$ cat config.mk
export PLATFORM = sky130hd
export DESIGN_NAME = clock_divider_multi
export DESIGN_NICKNAME = d
export VERILOG_FILES = /design/src/rtl/clock_divider_multi.sv
export SDC_FILE = /design/constraint.sdc
export NUM_CORES = 1
export LEC_CHECK = 0
export CAP_MARGIN = 5
export CORE_MARGIN = 2
export CORE_UTILIZATION = 35
export CTS_BUF_LIST = sky130_fd_sc_hd__clkbuf_2
export CTS_CLUSTER_SIZE = 30
export DETAILED_ROUTE_END_ITERATION = 10
export SLEW_MARGIN = 25
export SYNTH_ARGS = -nofsm -noshare
export SYNTH_HDL_FRONTEND = slang
export SYNTH_SLANG_ARGS = --single-unit
$ cat constraint.sdc
create_clock -name clk_in -period 9.05 [get_ports clk_in]
set_clock_uncertainty 0.05 [all_clocks]
set_input_delay 2.2625 -clock clk_in [delete_from_list [all_inputs] [get_ports clk_in]]
set_output_delay 2.2625 -clock clk_in [all_outputs]
set_load 0.02 [all_outputs]
$ cat src/rtl/clock_divider_multi.sv
// Multi-channel runtime-programmable integer clock divider with per-channel
// glitch-free start/stop and ratio changes deferred to period boundaries.
module clock_divider_multi #(
   parameter int NUM_CH  = 2,
   parameter int CNT_W   = 16,
   parameter int DEF_DIV = 4
) (
   input  logic                    clk_in,
   input  logic                    rst,
   input  logic [NUM_CH-1:0]       ch_en,
   input  logic [NUM_CH-1:0]       div_ld,
   input  logic [NUM_CH*CNT_W-1:0] div_val,
   output logic [NUM_CH-1:0]       clk_out,
   output logic [NUM_CH-1:0]       tick,
   output logic [NUM_CH-1:0]       run,
   output logic [NUM_CH-1:0]       pend
);

   localparam int              DEF_CLAMP = (DEF_DIV < 2) ? 2 : DEF_DIV;
   localparam logic [CNT_W-1:0] DEF_N    = CNT_W'(DEF_CLAMP);
   localparam logic [CNT_W-1:0] ONE      = CNT_W'(1);
   localparam logic [CNT_W-1:0] TWO      = CNT_W'(2);

   genvar g;
   for (g = 0; g < NUM_CH; g++) begin : g_ch
      logic [CNT_W-1:0] n_q, p_q, cnt_q;
      logic [CNT_W-1:0] n_d, p_d, cnt_d;
      logic [CNT_W-1:0] raw_val, ld_val, h_d;
      logic             pend_q, run_q, clk_q, tick_q;
      logic             pend_d, run_d, clk_d, tick_d;
      logic             at_bnd;

      always_comb begin
         raw_val = div_val[g*CNT_W +: CNT_W];
         ld_val  = (raw_val < TWO) ? TWO : raw_val;
         at_bnd  = (cnt_q == n_q - ONE);
         n_d     = n_q;
         p_d     = p_q;
         pend_d  = pend_q;
         cnt_d   = cnt_q;
         run_d   = run_q;
         tick_d  = 1'b0;
         if (at_bnd && ch_en[g]) begin
            cnt_d  = '0;
            run_d  = 1'b1;
            tick_d = 1'b1;
            if (pend_q) begin
               n_d    = p_q;
               pend_d = 1'b0;
            end
            // A load on the boundary edge is queued for the following boundary
            if (div_ld[g]) begin
               p_d    = ld_val;
               pend_d = 1'b1;
            end
         end else if (at_bnd) begin
            run_d = 1'b0;
            if (div_ld[g]) begin
               if (run_q) begin
                  p_d    = ld_val;
                  pend_d = 1'b1;
               end else begin
                  n_d    = ld_val;
                  cnt_d  = ld_val - ONE;
                  pend_d = 1'b0;
               end
            end
         end else begin
            cnt_d = cnt_q + ONE;
            if (div_ld[g]) begin
               p_d    = ld_val;
               pend_d = 1'b1;
            end
         end
         h_d   = n_d - (n_d >> 1);
         clk_d = run_d && (cnt_d < h_d);
      end

      always_ff @(posedge clk_in or posedge rst) begin
         if (rst) begin
            n_q    <= DEF_N;
            p_q    <= DEF_N;
            cnt_q  <= DEF_N - ONE;
            pend_q <= 1'b0;
            run_q  <= 1'b0;
            clk_q  <= 1'b0;
            tick_q <= 1'b0;
         end else begin
            n_q    <= n_d;
            p_q    <= p_d;
            cnt_q  <= cnt_d;
            pend_q <= pend_d;
            run_q  <= run_d;
            clk_q  <= clk_d;
            tick_q <= tick_d;
         end
      end

      assign clk_out[g] = clk_q;
      assign tick[g]    = tick_q;
      assign run[g]     = run_q;
      assign pend[g]    = pend_q;
   end

endmodule

; ---- After elaboration in Yosys (flattened, before gate mapping)
; Index checks and enable logic that the tools add are counted.
[word_totals]
register_bits = 104
in_bits = 38
out_inout_bits = 8
[op_classes]
addsub = 8
order_cmp = 4
eq_ne = 6
mux = 48
reduce_logical = 8
[ops]
columns = op, n
row1 = 16-bit two-way mux, 30
row2 = 16-bit by 1-bit subtractor with 16-bit output (second input constant), 4
row3 = 16-bit by 1-bit adder with 16-bit output (second input constant), 2
row4 = 16-bit == test, 2
row5 = 16-bit < comparator, 2
row6 = 16-bit by 2-bit < comparator with 1-bit output (second input constant), 2
row7 = 16-bit by 15-bit subtractor with 16-bit output, 2
row8 = 1-bit two-way mux, 18
row9 = 3-bit by 2-bit != test with 1-bit output (second input constant), 4
row10 = 1-bit logical AND, 4
row11 = 2-bit AND reduction, 2
row12 = 2-bit nonzero test, 2

; ---- Depth between registers and ports, before layout
; Gate-level depths: netlist of the first run.
[depth]
ltp_word = 9
mapped_depth = 37
depth_no_buf = 35

; ---- Least setup slack after synthesis of the first run
; OpenSTA, ideal clock, no wires.
[synth_path]
path_kind = input to register
start = input div_val[26]
end = register g_ch[1].clk_q
setup_ns = 0.082
t_arrival_ns = 6.619
required_time_ns = 8.918
setup_slack_ns = 2.299
stages = 27
path_cell_list = or4_1 > nor4_1 > nand4_1 > nor2b_1 > nand2_1 > o21ai_0 > or2_2 > fa_1 > nor2b_1 > o21ai_0 > a21boi_0 > o21ai_0 > a21boi_0 > o21ai_0 > a21boi_0 > o21ai_0 > a21oi_1 > nor2_1 > xor2_1 > ha_1 > o21ai_0 > nand2b_1 > a21oi_1 > nor2b_1 > o21ai_0 > nand3_1 > a31oi_1
[synth_via]
elab_chain_cells = 9
elab_cells_between_ends = 14
[synth_lines]
columns = element, line_no
row1 = start: declaration, 12  ; input logic [NUM_CH*CNT_W-1:0] div_val,
row2 = 16-bit by 2-bit < comparator with 1-bit output, 35  ; ld_val = (raw_val < TWO) ? TWO : raw_val;
row3 = 16-bit two-way mux (*), 35
row4 = 16-bit by 1-bit subtractor with 16-bit output or 16-bit two-way mux (tied branches), "64, 59"
row5 = "16-bit two-way mux, on equally long branches", "59, 58"
row6 = "16-bit two-way mux, on equally long branches", "58, 56"
row7 = "16-bit two-way mux, on equally long branches", "56, 43"
row8 = 16-bit two-way mux or 16-bit by 15-bit subtractor with 16-bit output (tied branches), "43, 75"
row9 = 16-bit < comparator (*), 76  ; clk_d = run_d && (cnt_d < h_d);
row10 = 1-bit logical AND (*), 76
row11 = net g_ch[1].clk_d, 30  ; logic pend_d, run_d, clk_d, tick_d;
row12 = end signal: assignment, 94  ; clk_q <= clk_d;
row13 = end: declaration, 29  ; logic pend_q, run_q, clk_q, tick_q;
; Mark *: on every way through the listed nets, which the timed path passes. The rest lies on a longest branch.
; A chain may end at the register's enable or synchronous reset.

; ---- Final worst setup path of the first run
[layout_path]
start = register g_ch[1].n_q[0]
end = register g_ch[1].clk_q
[layout_via]
elab_chain_cells = 7
elab_cells_between_ends = 15
[layout_lines]
columns = element, line_no
row1 = start: declaration, 26  ; logic [CNT_W-1:0] n_q, p_q, cnt_q;
row2 = start signal: assignment, 89  ; n_q <= n_d;
row3 = 16-bit by 1-bit subtractor with 16-bit output or 16-bit two-way mux (tied branches), "36, 59"
row4 = 16-bit == test or 16-bit two-way mux (tied branches), "36, 58"
row5 = 16-bit two-way mux or 1-bit logical AND (tied branches), "56, 43"
row6 = 16-bit two-way mux, 43  ; if (at_bnd && ch_en[g]) begin
row7 = 16-bit by 15-bit subtractor with 16-bit output, 75  ; h_d = n_d - (n_d >> 1);
row8 = 16-bit < comparator, 76
row9 = 1-bit logical AND (*), 76
row10 = net g_ch[1].clk_d, 30
; Marks and branches as above.

==> results of run 1 <==
stage by stage:
stage	setup WS [ns]	power (uW)
after floorplan	2.30	1050
after global placement	1.02	1210
after detailed placement	0.887	1220
after CTS	1.08	1480
after global routing	0.399	1590
final	1.21	1480
kinds of logic after synthesis:
group                      after synthesis
and+or+nand+nor                        412
AOI/OAI and AO/OA                      256
DFF                                    104
buffers and inverters                   93
xor gates and xnor gates                89
adders and majority gates               67
muxes                                   42
layout by cell type (no fill, tap or decap), drive strengths merged, types with 11 or more instances in the layout:
cell type,n
mux2i,13
clkdlybuf4s50,45
mux2,29
ha,65
nor3b,12
dfrtp,96
a21oi,57
or2,18
nor3,35
buf,12
xnor2,45
nand2,90
o22ai,25
o21ai,62
nor2b,23
nand2b,18
a211oi,11
and3,17
nand4,14
nand3,33
nor2,95
nor4,15
xor2,44
a21o,16
inv,48
cells in the mapped netlist, types with 14 or more instances:
cell	number
nand2_1	90
o21ai_0	61
inv_1	48
nand2b_1	18
dfrtp_1	96
xor2_1	44
nor3_1	33
nor2_1	95
ha_1	65
and3_1	17
mux2_2	29
a21oi_1	56
nand4_1	14
xnor2_1	45
nand3_1	33
clkbuf_1	33
nor2b_1	23
o22ai_1	25
a21o_1	16
layer usage:
layer / vias to the layer above / GRT usage (%)
met5: - / 0
met4: 0 / 5.10
met3: 32 / 2.51
met2: 197 / 34.4
met1: 3757 / 26.3
li1: 3892 / -
sequential cells by signal, indices dropped and copies added, names as in the netlist:
| name | cells |
|---|---|
| g_ch.run_q | 2 |
| g_ch.p_q | 32 |
| g_ch.tick_q | 2 |
| g_ch.clk_q | 2 |
| g_ch.n_q | 32 |
| g_ch.pend_q | 2 |
| g_ch.cnt_q | 32 |
worst max-delay path, delay by kind of cell, from the launching register on:
family / cells / cell delay, ns
compound gates: 13 / 2.88
xor+xnor: 1 / 0.14
fa+ha+maj: 3 / 0.80
buf+inv: 3 / 0.52
flops: 1 / 0.50
simple gates: 13 / 2.91
final timing paths:
path | cells past startpoint | slack (ns) | end | from
max in group asynchronous | 3 | 5.75 | g_ch[0].n_q[0]$_DFF_PP0_ | rst
min in group asynchronous | 2 | 1.89 | g_ch[0].p_q[12]$_DFFE_PP0P_ | rst
worst min-delay path | 2 | 0.48 | g_ch[0].p_q[0]$_DFFE_PP0P_ | g_ch[0].p_q[0]$_DFFE_PP0P_
worst max-delay path | 33 | 1.21 | g_ch[1].clk_q$_DFF_PP0_ | g_ch[1].n_q[0]$_DFF_PP0_
worst max register to register | 33 | 1.21 | g_ch[1].clk_q$_DFF_PP0_ | g_ch[1].n_q[0]$_DFF_PP0_
worst min register to register | 2 | 0.48 | g_ch[0].p_q[0]$_DFFE_PP0P_ | g_ch[0].p_q[0]$_DFFE_PP0P_
final cells by class:
cell class | instances | area [um^2]
Fill cell | 2638 | 15300
Antenna cell | 1 | 2.50
Clock inverter | 6 | 83.8
Sequential cell | 104 | 2610
Timing Repair Buffer | 57 | 541
Multi-Input combinational cell | 866 | 5900
Clock buffer | 10 | 50.0
Tap cell | 330 | 413
Inverter | 48 | 183
power groups by stage:
stage	sequential (uW)	clock [uW]	combinational (uW)
global placement	640	0	574
CTS	633	267	585
finish	635	259	581
floorplan	597	0	456
detailed placement	641	0	583
global route	649	284	660
==> summary.md, run 1 <==
| Metric | Value |
|---|---|
| DPL Wire Length | 20.3 mm |
| Critical path arrival | 8.40 ns |
| Total core area | 25100 um^2 |
| CP max stage cell | or4b_1 |
| Pin count of the biggest net entering global routing | 71 |
| Worst-Skew Late Latency | 0.65 ns |
| Highest Signal Layer | met4 |
| Adder-cell share of the synthesized area | 9.59% |
| Top Ports | 46 |
| Synth cell types | 79 |
| # setup viols final | 0 |
| Critical Path Start Type | flip-flop |
| CP Class | reg -> reg |
| Worst path max stage delay | 0.63 ns |
| Final Wtd Congestion | 0.939 |
| Crit. End Element | flip-flop |
| Placed Instances | 1405 |
| # resized after CTS | 0 |
| Psw | 576 uW |
| Asr flop ratio synth | 100% |
| Root Buffer | clkbuf_2 |
| Post-Synth XOR/XNOR Area | 8.76% |
| Pwr Density | 151 nW/um^2 |
| Hold Fails Final Rpt | 0 |
| Top_reg_cell synth | dfrtp_1 |
| Top post-synthesis cells by area | dfrtp_1 27%, ha_1 9.1%, xnor2_1 4.4% |
| Synth Cell Area | 8900 um^2 |
| Clk buf depth | 2 |
| Starting DRC count in detailed routing | 622 |
| CTS Hold Buffers Added | 0 |
| Buffers on Ports | 45 |
| Max VDD drop | 0.0692 mV |
| Post-synthesis cell count | 1063 |
| Met3 WL post-DR | 1.20 mm |
| Initial antenna violation count | 1 |
| Post-synthesis sequential area ratio | 29.4% |
| Initial core utilization | 35.4% |
| CP required | 9.61 ns |
| Fraction of final layout cells sized beyond drive strength 1 | 7.97% |
| Vias in the first global route | 7612 |
| Fin. max-slew vios | 0 |
| Post-Synth Simple-Gate Area | 24.2% |
| TritonCTS Buffers | 9 |
| DR pass1 iterations | 5 |
| Drt via density | 5.54 |
| Multiplexer area fraction after synthesis | 5.13% |
| Worst-Margin Slew | 0.941 ns |
| FP Rows | 58 |
| Max-Cap Viols | 0 |
| CTS tree | done |
| Total Routing Usage GR | 19.9% |
| Die Footprint | 26700 um^2 |
| Wire length per cell | 18.1 um |
| Min-Delay Path Class | reg -> reg |
| Synthesized flop and latch total | 104 |
| Layout Nets | 1191 |
| Unrepaired setup endpoints after global routing | no |
| Sequential share of power | 43.1% |
| Metal2 WL | 12.5 mm |
| Internal power | 900 uW |
| Reg clk slew, reported paths | 0.31 ns |
| First-pass GRT wire length | 41.8 mm |
| Setup bufs post-CTS | 0 |
| Synthesis Warnings | 0 |
| Fin crit share | 86.6% |
| Die W | 163 um |
| Final ANT Viol Nets | 0 |
| Area Overhead vs Synth | 9.97% |
| Crit-path most repeated cell | o21ai_0 |
| M1 WL | 11.5 mm |
| Final min period | 7.84 ns |
| Post-synthesis compound-gate area fraction | 18.7% |
| Leakage | 0.00404 uW |
| Syn_nets | 1168 |
| DRT Wirelength | 25.7 mm |
| Post-synth top area share | 27.0% |
| Post-synth top area cell | dfrtp_1 |
| Avg Cell Area, Syn | 8.37 um^2 |
| Post-synth EDFFs | 0 |
| Final TNS setup | 0 ns |
| Total grt overflow | 0 |
| Max FO, Critical Path | 20 |
| Hold WS | 0.482 ns |
| Layout Utilization | 39.0% |
| Die Y-Extent | 163 um |
| Vias after detailed routing | 7878 |
| Status | finished clean |
| Fin cells | 1422 |
| Final instance area | 9790 um^2 |
| Sw frac | 39.0% |
| Peak Freq | 128 MHz |
| TritonCTS sink count | 104 |
| Placed standard-cell area | 9650 um^2 |
| Gate power share | 39.4% |
| DRC errors left | 0 |
| Clock network power share | 17.6% |
| Slew margin rel. | 36.7% |
| Depth of the CTS H-tree | 3 |
| Largest family of logic cells by synthesized area | simple AND/OR/NAND/NOR gates |
Power figures use the tool's default switching activity.
==> run 2: changes to the inputs <==
--- a/config.mk
+++ b/config.mk
@@ -11,7 +11,6 @@
 export CTS_BUF_LIST = sky130_fd_sc_hd__clkbuf_2
 export CTS_CLUSTER_SIZE = 30
 export DETAILED_ROUTE_END_ITERATION = 10
-export SLEW_MARGIN = 25
 export SYNTH_ARGS = -nofsm -noshare
 export SYNTH_HDL_FRONTEND = slang
 export SYNTH_SLANG_ARGS = --single-unit
==> results of run 2 <==
Same layout as run 1: the final DEF is identical, and so are final timing and power.
